<file path="src/rtl/hazard_ctrl.sv">
// hazard_ctrl -- pipeline hazard scheduler for the 5-stage MIPS core.
//
// Tracks the writers that are in flight in EX/MEM/WB. Each cycle it decides
// whether ID must stall, which inserts a bubble into EX. It also selects the
// forward source for each operand, for consumers in ID and in EX.
//
// Ports
//   clk, rst_n          core clock, async active-low reset
//   freeze              global hold; tracker state holds and stall is forced
//   id_*                ID-stage decoder fields (valid, rs/rt/rdst, regw, memr)
//   id_wants/needs_X    operand read in ID / operand required in ID
//   ex_wants/needs_X    operand read in EX / operand required in EX
//   stall               hold PC and IF/ID, bubble into EX
//   fwd_id_X, fwd_ex_X  00 regfile, 01 MEM ALU result, 10 WB data
//   stall_err           sticky: STALL_LIMIT consecutive stall cycles
//   stall_cnt,
//   bubble_cnt          saturating statistics, present only with HAZARD_STATS_EN
module hazard_ctrl #(
  parameter int STALL_LIMIT = 15,
  parameter int SCNT_W      = 32
) (
  input  logic              clk,
  input  logic              rst_n,
  input  logic              freeze,
  input  logic              id_valid,
  input  logic [4:0]        id_rs,
  input  logic [4:0]        id_rt,
  input  logic [4:0]        id_rdst,
  input  logic              id_regw,
  input  logic              id_memr,
  input  logic              id_wants_rs,
  input  logic              id_needs_rs,
  input  logic              id_wants_rt,
  input  logic              id_needs_rt,
  input  logic              ex_wants_rs,
  input  logic              ex_needs_rs,
  input  logic              ex_wants_rt,
  input  logic              ex_needs_rt,
  output logic              stall,
  output logic [1:0]        fwd_id_rs,
  output logic [1:0]        fwd_id_rt,
  output logic [1:0]        fwd_ex_rs,
  output logic [1:0]        fwd_ex_rt,
`ifdef HAZARD_STATS_EN
  output logic [SCNT_W-1:0] stall_cnt,
  output logic [SCNT_W-1:0] bubble_cnt,
`endif
  output logic              stall_err
);

  localparam int             CW  = $clog2(STALL_LIMIT + 1);
  localparam logic [CW-1:0]  LIM = CW'(STALL_LIMIT);

  typedef struct packed {
    logic       valid;
    logic [4:0] rd;
    logic       regw;
    logic       memr;
  } wr_t;

  typedef struct packed {
    wr_t        w;
    logic [4:0] rs;
    logic [4:0] rt;
    logic       wrs;
    logic       wrt;
  } ex_t;

  ex_t           ex_q, ex_d;
  wr_t           mem_q, mem_d, wb_q, wb_d;
  logic [CW-1:0] scnt_q, scnt_d;
  logic          err_q, err_d;
  logic          stall_raw;

  // Register 0 is hard-wired, so an rd of 0 is never a real producer.
  function automatic logic hit(wr_t e, logic [4:0] r);
    return e.valid & e.regw & (e.rd != 5'd0) & (e.rd == r);
  endfunction

  // Nearest stage wins. A load sitting in MEM has no data yet, so it cannot forward.
  function automatic logic [1:0] fsel(logic want, logic [4:0] r, wr_t m, wr_t w);
    if (want && hit(m, r) && !m.memr) return 2'b01;
    if (want && hit(w, r))            return 2'b10;
    return 2'b00;
  endfunction

  always_comb begin
    logic ex_rs, ex_rt, ld_rs, ld_rt;
    ex_rs = hit(ex_q.w, id_rs);
    ex_rt = hit(ex_q.w, id_rt);
    ld_rs = hit(mem_q, id_rs) & mem_q.memr;
    ld_rt = hit(mem_q, id_rt) & mem_q.memr;
    stall_raw = id_valid & (
        (id_needs_rs & (ex_rs | ld_rs)) |
        (id_needs_rt & (ex_rt | ld_rt)) |
        (ex_needs_rs & ex_rs & ex_q.w.memr) |
        (ex_needs_rt & ex_rt & ex_q.w.memr));
  end

  assign stall     = stall_raw | freeze;
  assign fwd_id_rs = fsel(id_wants_rs, id_rs, mem_q, wb_q);
  assign fwd_id_rt = fsel(id_wants_rt, id_rt, mem_q, wb_q);
  assign fwd_ex_rs = fsel(ex_q.w.valid & ex_q.wrs, ex_q.rs, mem_q, wb_q);
  assign fwd_ex_rt = fsel(ex_q.w.valid & ex_q.wrt, ex_q.rt, mem_q, wb_q);
  assign stall_err = err_q;

  always_comb begin
    ex_d  = ex_q;
    mem_d = mem_q;
    wb_d  = wb_q;
    if (!freeze) begin
      wb_d  = mem_q;
      mem_d = ex_q.w;
      ex_d  = '0;
      if (id_valid && !stall) begin
        ex_d.w   = '{valid: 1'b1, rd: id_rdst, regw: id_regw, memr: id_memr};
        ex_d.rs  = id_rs;
        ex_d.rt  = id_rt;
        ex_d.wrs = ex_wants_rs;
        ex_d.wrt = ex_wants_rt;
      end
    end
    // A frozen cycle keeps the count. Only a cycle without any stall clears it.
    scnt_d = scnt_q;
    if (!stall)                        scnt_d = '0;
    else if (!freeze && scnt_q != LIM) scnt_d = scnt_q + 1'b1;
    err_d = err_q | (scnt_d == LIM);
  end

  always_ff @(posedge clk or negedge rst_n) begin
    if (!rst_n) begin
      ex_q   <= '0;
      mem_q  <= '0;
      wb_q   <= '0;
      scnt_q <= '0;
      err_q  <= 1'b0;
    end else begin
      ex_q   <= ex_d;
      mem_q  <= mem_d;
      wb_q   <= wb_d;
      scnt_q <= scnt_d;
      err_q  <= err_d;
    end
  end

  // WB.memr is carried for completeness but nothing downstream consumes it.
  logic unused_ok;
  assign unused_ok = &{1'b0, wb_q.memr};

`ifdef HAZARD_STATS_EN
  logic [SCNT_W-1:0] stc_q, stc_d, bub_q, bub_d;
  always_comb begin
    stc_d = stc_q;
    bub_d = bub_q;
    if (stall && !freeze && stc_q != '1)             stc_d = stc_q + 1'b1;
    if (id_valid && stall && !freeze && bub_q != '1) bub_d = bub_q + 1'b1;
  end
  always_ff @(posedge clk or negedge rst_n) begin
    if (!rst_n) begin
      stc_q <= '0;
      bub_q <= '0;
    end else begin
      stc_q <= stc_d;
      bub_q <= bub_d;
    end
  end
  assign stall_cnt  = stc_q;
  assign bubble_cnt = bub_q;
`endif

endmodule
</file>
<file path="config.mk">
export PLATFORM = sky130hd
export DESIGN_NAME = hazard_ctrl
export DESIGN_NICKNAME = d
export VERILOG_FILES = /design/src/rtl/hazard_ctrl.sv
export SDC_FILE = /design/constraint.sdc
export NUM_CORES = 1
export LEC_CHECK = 0
export ABC_AREA = 1
export CAP_MARGIN = 25
export CORE_MARGIN = 5
export CORE_UTILIZATION = 30
export CTS_BUF_LIST = sky130_fd_sc_hd__clkbuf_16
export CTS_CLUSTER_DIAMETER = 80
export CTS_CLUSTER_SIZE = 40
export DETAILED_ROUTE_END_ITERATION = 10
export HOLD_SLACK_MARGIN = 0.15
export PLACE_DENSITY_LB_ADDON = 0.05
export SLEW_MARGIN = 20
export SYNTH_ARGS = -nofsm -noshare
export SYNTH_HDL_FRONTEND = slang
export SYNTH_SLANG_ARGS = --single-unit
</file>
<file path="constraint.sdc">
create_clock -name clk -period 5.2 [get_ports clk]
set_input_delay 1.3 -clock clk [delete_from_list [all_inputs] [get_ports clk]]
set_output_delay 1.3 -clock clk [all_outputs]
set_load 0.01 [all_outputs]
</file>
==> results.tsv, run 1 <==
metric	value	unit
max_cap_violations	0	
ys_warn_count	0	
grt_max_degree	41	
routabilityCongestion	0.8606	
synth_top_area_share	0.3964	
setup_ws	0.4433	ns
relSlewSlack	0.7020	
synth_most_common_cell	nand2_1	
wl_per_cell	16.41	um
ys.flop_type	dfrtp_1	
synthesis.area	2525	sq um
holdCritStartpoint	stall_err	
peakVddDrop	0.0001292	V
startpoint_type	input pin	
postRouteAntennaNets	0	
worstPathArrival	3.46	ns
power_density	270.7	nW/um^2
numCtsBuffers	5	
hold_end	stall_err	
viasPerCell	4.764	
async_flop_share	1.000	
clkLatencyLatePin	0.28	ns
power	0.8461	mW
cts_root_buffer	clkbuf_16	
synth.avg_cell_area	7.560	sq um
stdcell_count	474	
grt-ovfl-total	0	
fmax	0.2102	GHz
setup_viol	0	
hold_viol	0	
syn_inst	334	
htree_levels	2	
start_util	0.3073	
synth-edff-count	0	
cts_tree	built	
drive_gt1_frac	0.09214	
routed_wl	7778	um
postCtsSetupBuffers	0	
io_pins	39	
tns	0	ns
yosysSeqAreaShare	0.3964	
maxSlewViolCount	0	
hold_buffers	0	
io_buffers	38	
clk_path_buf_depth	2	
clkTransAtPathRegs	0.06	ns
period_minus_slack	4.757	ns
rr_worst_depth	12	
syn_nets	364	
antenna_found_initial	0	
grt_pass1_wl	12480	um
die_y	101.7	um
critPathKind	in -> out	
reg2reg_slack	2.88	ns
whs	0.4700	ns
drc	0	
critPathCaptureType	output port	
fin_crit_sh	0.9148	
hold_class	reg -> reg	
finalClockSkew	0.003929	ns
num_rows	33	
synthTopCellsByCount	nand2_1 (87), inv_1 (41), dfrtp_1 (40)	
area_growth	23.79	%
required	3.90	ns
dieWidth	101.7	um
insertedDiodeCount	0	
tightest_slew	0.4357	ns
dp_hpwl	5811	um
min_path_cells	2	
grtUsageTotal	0.1567	
synth-seq-cells	40	
r2r-end	ex_q[2]	
fill_cells	867	
nets	399	
firstDrtPassIters	4	
cts_sinks	40	
dp_slack	0.4533	ns
via_count	2258	
rr_startpoint	mem_q[3]	
post_cts_resized	0	
synth_area_leaders	dfrtp_1 (40%), nand2_1 (13%), inv_1 (6.1%)	
ys_types	36	
p_leak	1.459	nW
rsz0062_at_grt	no	
grt_pass1_vias	2314	
dieArea	10350	sq um
drtIter0Drc	151	
synth_top_area_cell	dfrtp_1	
status	complete, no violations	
coreArea	8217	sq um
dp_cells	466	
cp_max_fo	5	
-- worst max path at each step --
stage | to | cells after the start | startpoint
5_1_grt | stall | 13 | id_rs[1]
3_5_place_dp | stall | 13 | id_rs[1]
2_1_floorplan | fwd_id_rs[1] | 8 | id_rs[1]
3_3_place_gp | stall | 13 | id_rs[1]
6_report | stall | 13 | id_rs[1]
4_1_cts | stall | 13 | id_rs[1]
-- metrics by stage --
stage / cell area [sq um] / util
floorplan: 2525 / -
global placement: 2968 / 0.3612
detailed placement: 2968 / 0.3612
CTS: 3105 / 0.3780
global route: 3126 / 0.3804
finish: 3126 / 0.3804
-- cells in the final DEF, fill, tap and decap left out --
cell,count
nor4_1,3
nand2_2,3
nand3_4,1
nor2_1,17
o211ai_1,1
xnor2_1,8
o22ai_1,6
o21ai_0,26
clkbuf_16,5
buf_2,1
a2111oi_0,1
or2_2,1
a221oi_1,3
xor2_1,15
inv_2,5
a21boi_0,1
a21oi_1,10
nor2_4,2
o21ai_2,9
clkinv_2,1
nor3_1,3
ha_1,1
dfrtp_1,40
clkinvlp_4,1
nand2_1,87
nor3b_1,1
o21ai_1,1
o21bai_1,2
a211oi_1,2
and2_1,1
nand3_2,1
clkdlybuf4s50_1,37
buf_4,2
nand3b_1,1
nand3_1,15
nand4_1,11
buf_12,1
inv_1,41
nor2_2,1
or3_1,1
-- layout make-up --
type	count	area [sq um]	share of cell area
clock inverter	2	12.51	0.004003
tap	105	131.4	0.04203
timing repair buffer	41	410.4	0.1313
multi-input combinational	235	1272	0.4071
inverter	46	172.7	0.05524
sequential	40	1001	0.3203
clock buffer	5	125.1	0.04003
-- per-layer routing --
layer	GRT usage	part of all wire	routed length (um)	vias up
met5	0	0	0	-
met4	0.03579	0.0073	57	0
met3	0.02617	0.054	419	4
met2	0.2450	0.46	3567	59
met1	0.2266	0.48	3734	1042
li1	-	-	-	1153
-- sequential cells by signal, summed over array words and instances (netlist names) --
name	flops
ex_q	20
mem_q	8
wb_q	7
scnt_q	4
stall_err	1
-- power breakdown --
group	total [mW]	internal [mW]	switching, mW
combinational	0.165	0.0724	0.0925
clock	0.297	0.174	0.123
sequential	0.384	0.338	0.0461
total	0.846	0.584	0.262
-- logic make-up after synthesis --
kind of cell | Yosys count | share of synthesized area
AOI/OAI and AO/OA | 62 | 0.1511
xor gates and xnor gates | 23 | 0.07978
adders and majority gates | 1 | 0.004955
buffers and inverters | 59 | 0.09960
DFF | 40 | 0.3964
and+or+nand+nor | 149 | 0.2681
-- critical path: stages --
cell,delay [ns]
clkdlybuf4s50_1,0.51
inv_1,0.19
nand2_1,0.08
nand2_1,0.07
nand3_1,0.08
nor2_1,0.09
nand3_1,0.09
nand2_1,0.08
nand2_1,0.09
nand3_1,0.10
nand2_1,0.12
nand2_1,0.12
clkdlybuf4s50_1,0.54
(Power assumes the default switching activity.)
==> run 2, diff against run 1 <==
--- a/config.mk
+++ b/config.mk
@@ -19,3 +19,4 @@
 export SYNTH_ARGS = -nofsm -noshare
 export SYNTH_HDL_FRONTEND = slang
 export SYNTH_SLANG_ARGS = --single-unit
+export TNS_END_PERCENT = 30
==> constraint.sdc (replaced) <==
create_clock -name clk -period 5.4 [get_ports clk]
set_input_delay 1.35 -clock clk [delete_from_list [all_inputs] [get_ports clk]]
set_output_delay 1.35 -clock clk [all_outputs]
set_load 0.01 [all_outputs]
==> run 2 against run 1 <==
Net effect:
- wire length grew 0.44%
- combinational power shrank 4%
- clock skew decreased by 0.0014 ns
- first-iteration DRC count fell by 29%
- highest routed layer unchanged
- via count increased by 0.71%
- setup slack better by 0.092 ns
- register-to-register slack improved by 0.20 ns
- non-clock buffer count unchanged
- utilization is 0.37 points higher
- cell count is 0.21% higher
==> results.tsv, run 2 (synthesized netlist as in run 1, its figures left out) <==
metric	value	unit	change
status	complete, no violations		unchanged
clkLatencyLatePin	0.28	ns	about the same
mostFrequentLayoutCell	nand2_1		unchanged
htree_levels	2		unchanged
dieArea	10350	sq um	unchanged
cp_cell_sequence	clkdlybuf4s50_1 -> inv_2 -> nand2_1 -> nand2_1 -> nand3_1 -> nor2_1 -> nand3_1 -> nand2_1 -> nand2_1 -> nand3_1 -> nand2_1 -> nand2_1 -> clkdlybuf4s50_1		was clkdlybuf4s50_1 -> inv_1 -> nand2_1 -> nand2_1 -> nand3_1 -> nor2_1 -> nand3_1 -> nand2_1 -> nand2_1 -> nand3_1 -> nand2_1 -> nand2_1 -> clkdlybuf4s50_1
dieWidth	101.7	um	unchanged
coreArea	8217	sq um	unchanged
required	4.05	ns	was 3.90 ns
area_growth	24.98	%	was 23.79%
start_util	0.3073		unchanged
peakVddDrop	0.0001487	V	was 0.0001292 V
drtIter0Drc	107		was 151
p_leak	1.475	nW	was 1.459 nW
max_cap_violations	0		unchanged
num_rows	33		unchanged
hold_buffers	0		unchanged
insertedDiodeCount	0		unchanged
drive_gt1_frac	0.09189		was 0.09214
power_density	276.0	nW/um^2	was 270.7 nW/um^2
antenna_found_initial	0		unchanged
max_stage_delay	0.56	ns	was 0.54 ns
grt_pass1_wl	12540	um	was 12480 um
reg_top3	ex_q: 20 flops, mem_q: 8 flops, wb_q: 7 flops		unchanged
slowest_stage	clkdlybuf4s50_1		unchanged
routabilityCongestion	0.8606		unchanged
grtUsageTotal	0.1588		was 0.1567
path_common_cell	nand2_1		unchanged
setup_viol	0		unchanged
numCtsBuffers	5		unchanged
hold_class	reg -> reg		unchanged
most-common-layout-cells	nand2_1 (87), inv_1 (41), dfrtp_1 (40)		unchanged
maxSlewViolCount	0		unchanged
grt-ovfl-total	0		unchanged
routed_wl	7812	um	was 7778 um
setup_ws	0.5348	ns	was 0.4433 ns
clkTransAtPathRegs	0.06	ns	about the same
period_minus_slack	4.865	ns	
finalClockSkew	0.002550	ns	was 0.003929 ns
nets	399		unchanged
tns	0	ns	unchanged
startpoint_type	input pin		unchanged
max_flop_register	ex_q		unchanged
drc	0		unchanged
hold_viol	0		unchanged
grt_max_degree	41		unchanged
fmax	0.2055	GHz	
wl_per_cell	16.45	um	was 16.41 um
fin_crit_sh	0.9010		
critPathCaptureType	output port		unchanged
critPathKind	in -> out		unchanged
die_y	101.7	um	unchanged
cp_max_fo	5		unchanged
via_count	2274		was 2258
dp_slack	0.5580	ns	was 0.4533 ns
dp_hpwl	5812	um	was 5811 um
io_pins	39		unchanged
largest_reg_flops	20		unchanged
firstDrtPassIters	4		unchanged
relSlewSlack	0.7258		was 0.7020
worstPathArrival	3.52	ns	was 3.46 ns
rsz0062_at_grt	no		unchanged
postRouteAntennaNets	0		unchanged
power	0.8710	mW	was 0.8461 mW
clk_path_buf_depth	2		unchanged
cts_sinks	40		unchanged
postCtsSetupBuffers	0		unchanged
tightest_slew	0.4009	ns	was 0.4357 ns
cts_root_buffer	clkbuf_16		unchanged
post_cts_resized	0		unchanged
grt_pass1_vias	2257		was 2314
viasPerCell	4.787		was 4.764
io_buffers	38		unchanged
cts_tree	built		unchanged
==> run 2: power breakdown <==
part / internal [mW] / switching [mW] / leakage [nW]
Sequential: 0.325 / 0.0443 / 0.518
Combinational: 0.0698 / 0.0894 / 0.875
Clock: 0.217 / 0.125 / 0.0814
Total: 0.612 / 0.259 / 1.47
==> run 2: final timing paths <==
kind / startpoint / endpoint / slack, ns / depth (start not counted)
max in group asynchronous: rst_n / ex_q[7] / 4.00 / 2
setup reg to reg: mem_q[3] / ex_q[2] / 3.08 / 12
min in group asynchronous: rst_n / wb_q[2] / 0.94 / 1
hold reg to reg: stall_err / stall_err / 0.48 / 2
hold / removal: stall_err / stall_err / 0.48 / 2
setup / recovery: id_rs[2] / stall / 0.53 / 13
==> run 2: worst max-delay path, delay by kind of cell <==
family	cells	cell delay (ns)
buffers and inverters	3	1.23
and+or+nand+nor	10	0.93
==> run 2: area by class of cell <==
class                           count  area (sq um)
Fill cell                         869          5061
Multi-Input combinational cell    235          1272
Sequential cell                    40          1001
Timing Repair Buffer               41         410.4
Inverter                           46         172.7
Tap cell                          105         131.4
Clock buffer                        5         125.1
Clock inverter                      3         42.54
==> run 2: stage by stage <==
stage               utilization  area, sq um  hold slack [ns]  std cells
floorplan                     -         2525           0.4495        334
global route             0.3840         3156           0.5061        475
finish                   0.3840         3156           0.4752        475
global placement         0.3612         2968           0.4550        466
CTS                      0.3816         3136           0.4792        474
detailed placement       0.3612         2968           0.4551        466
==> run 2: metal layers <==
| layer | track usage | vias to the layer above | wire length [um] |
|---|---|---|---|
| met3 | 0.03030 | 6 | 365 |
| met1 | 0.2295 | 1063 | 3765 |
| li1 | - | 1151 | - |
| met4 | 0.04294 | 0 | 78 |
| met2 | 0.2425 | 54 | 3603 |
| met5 | 0 | - | 0 |
==> run 3, diff against run 2 <==
--- a/config.mk
+++ b/config.mk
@@ -14,7 +14,8 @@
 export CTS_CLUSTER_SIZE = 40
 export DETAILED_ROUTE_END_ITERATION = 10
 export HOLD_SLACK_MARGIN = 0.15
-export PLACE_DENSITY_LB_ADDON = 0.05
+export MAX_ROUTING_LAYER = met4
+export PLACE_DENSITY_LB_ADDON = 0.15
 export SLEW_MARGIN = 20
 export SYNTH_ARGS = -nofsm -noshare
 export SYNTH_HDL_FRONTEND = slang
==> run 3 against run 2 <==
Net effect:
- hold slack worse by 0.011 ns
- register-to-register slack gained 0.26 ns
- die area is the same
- clock power increased by 9.6%
- first-iteration DRC count up 27%
- utilization up 0.21 points
- wire length fell by 7.0%
- cell count decreased by 0.21%
==> results.tsv, run 3 (synthesized netlist as in run 1, its figures left out) <==
metric	value	unit	change
cts_sinks	40		unchanged
dieWidth	101.7	um	unchanged
grt_pass1_wl	12180	um	was 12540 um
clk_path_buf_depth	2		unchanged
startpoint_type	input pin		unchanged
critPathKind	in -> out		unchanged
numCtsBuffers	5		unchanged
drive_gt1_frac	0.09214		was 0.09189
power_density	283.8	nW/um^2	was 276.0 nW/um^2
dp_hpwl	5403	um	was 5812 um
largest_reg_flops	20		unchanged
cts_root_buffer	clkbuf_16		unchanged
max_stage_delay	0.53	ns	was 0.56 ns
wl_per_cell	15.34	um	was 16.45 um
tightest_slew	0.4057	ns	was 0.4009 ns
peakVddDrop	0.0001863	V	was 0.0001487 V
grtUsageTotal	0.1562		was 0.1588
antenna_found_initial	0		unchanged
p_leak	1.483	nW	was 1.475 nW
period_minus_slack	4.794	ns	was 4.865 ns
mostFrequentLayoutCell	nand2_1		unchanged
via_count	2304		was 2274
hold_class	reg -> reg		unchanged
rsz0062_at_grt	no		unchanged
min_path_cells	2		unchanged
area_growth	25.67	%	was 24.98%
holdCritStartpoint	stall_err		unchanged
worstPathArrival	3.44	ns	was 3.52 ns
drc	0		unchanged
hold_viol	0		unchanged
most-common-layout-cells	nand2_1 (87), inv_1 (41), dfrtp_1 (40)		unchanged
hold_end	stall_err		unchanged
postCtsSetupBuffers	0		unchanged
rr_worst_depth	11		was 12
met1_length	3402	um	was 3765 um
required	4.05	ns	about the same
cp_cell_sequence	clkdlybuf4s50_1 -> inv_1 -> nand2_1 -> nand2_1 -> nand3_1 -> nor2_1 -> nand3_1 -> nand2_1 -> nand2_1 -> nand3_1 -> nand2_1 -> nand2_1 -> clkdlybuf4s50_1		was clkdlybuf4s50_1 -> inv_2 -> nand2_1 -> nand2_1 -> nand3_1 -> nor2_1 -> nand3_1 -> nand2_1 -> nand2_1 -> nand3_1 -> nand2_1 -> nand2_1 -> clkdlybuf4s50_1
finalClockSkew	0.007042	ns	was 0.002550 ns
viasPerCell	4.861		was 4.787
reg2reg_slack	3.34	ns	was 3.08 ns
grt_max_degree	41		unchanged
rr_startpoint	mem_q[2]		was mem_q[3]
max_cap_violations	0		unchanged
reg_top3	ex_q: 20 flops, mem_q: 8 flops, wb_q: 7 flops		unchanged
cts_tree	built		unchanged
coreArea	8217	sq um	unchanged
wl_met2	3347	um	was 3603 um
path_common_cell	nand2_1		unchanged
switching_share	0.2702		was 0.2971
num_rows	33		unchanged
grt-ovfl-total	0		unchanged
power_frac_seq	0.409		was 0.424
dieArea	10350	sq um	unchanged
highest_layer	met4		unchanged
die_y	101.7	um	unchanged
fill_cells	854		was 869
routed_wl	7269	um	was 7812 um
io_pins	39		unchanged
postRouteAntennaNets	0		unchanged
maxSlewViolCount	0		unchanged
firstDrtPassIters	4		unchanged
fmax	0.2086	GHz	was 0.2055 GHz
slowest_stage	clkdlybuf4s50_1		unchanged
clkTransAtPathRegs	0.06	ns	about the same
clkLatencyLatePin	0.28	ns	about the same
htree_levels	2		unchanged
grt_pass1_vias	2287		was 2257
p_comb_frac	0.174		was 0.183
routabilityCongestion	0.8812		was 0.8606
wl_met3	429	um	was 365 um
setup_viol	0		unchanged
insertedDiodeCount	0		unchanged
power	0.9005	mW	was 0.8710 mW
tns	0	ns	unchanged
critPathCaptureType	output port		unchanged
io_buffers	38		unchanged
clock_power_share	0.418		was 0.393
nets	399		unchanged
relSlewSlack	0.7270		was 0.7258
switching_power	0.2433	mW	was 0.2588 mW
drtIter0Drc	136		was 107
post_cts_resized	0		unchanged
hold_buffers	0		unchanged
fin_crit_sh	0.8878		was 0.9010
r2r-end	ex_q[2]		unchanged
max_flop_register	ex_q		unchanged
status	complete, no violations		unchanged
cp_max_fo	5		unchanged
start_util	0.3073		unchanged
p_int	0.6571	mW	was 0.6123 mW
==> run 3: cell count changes in the layout (fill, tap and decap cells not counted), sizes merged <==
| cell | previous run | this run |
|---|---|---|
| clkinv | 2 | 0 |
| bufinv | 1 | 2 |
==> run 3: routing by layer <==
metal,track usage,vias up
met5,-,-
met4,0.03579,0
met3,0.03099,8
met2,0.2384,68
met1,0.2140,1070
li1,-,1158
==> run 3: how the worst max path moves through the flow <==
| stage | start | end | cells past startpoint |
|---|---|---|---|
| after global placement | id_rs[1] | stall | 13 |
| after CTS | id_rs[1] | stall | 13 |
| after floorplan | id_rs[1] | fwd_id_rs[1] | 8 |
| after detailed placement | id_rs[1] | stall | 13 |
| after global routing | id_rs[1] | stall | 13 |
| final | id_rs[1] | stall | 13 |
==> run 3: power groups by stage <==
stage	clock network [mW]	registers, mW	logic (mW)
finish	0.376	0.368	0.156
global route	0.399	0.373	0.178
CTS	0.384	0.368	0.156
detailed placement	0	0.374	0.155
global placement	0	0.374	0.155
floorplan	0	0.349	0.115
==> run 3: area by class of cell <==
| type | count | area (sq um) | share of cell area |
|---|---|---|---|
| Multi-Input combinational cell | 235 | 1272 | 0.4010 |
| Sequential cell | 40 | 1001 | 0.3155 |
| Timing Repair Buffer | 41 | 410.4 | 0.1293 |
| Inverter | 46 | 172.7 | 0.05442 |
| Tap cell | 105 | 131.4 | 0.04140 |
| Clock buffer | 5 | 125.1 | 0.03943 |
| Clock inverter | 2 | 60.06 | 0.01893 |
==> run 3: stage by stage <==
stage	hold WS, ns	cells	util	cell area (sq um)	setup slack [ns]
2_1_floorplan	0.4495	334	-	2525	1.721
3_3_place_gp	0.4502	466	0.3612	2968	0.5868
3_5_place_dp	0.4589	466	0.3612	2968	0.5800
4_1_cts	0.4738	473	0.3837	3153	0.5777
5_1_grt	0.5150	474	0.3862	3173	0.3734
6_report	0.4642	474	0.3862	3173	0.6059
==> run 3: worst max-delay path: cells and delay by family <==
kind / cells / cell delay, ns
buf+inv: 3 / 1.21
simple gates: 10 / 0.87
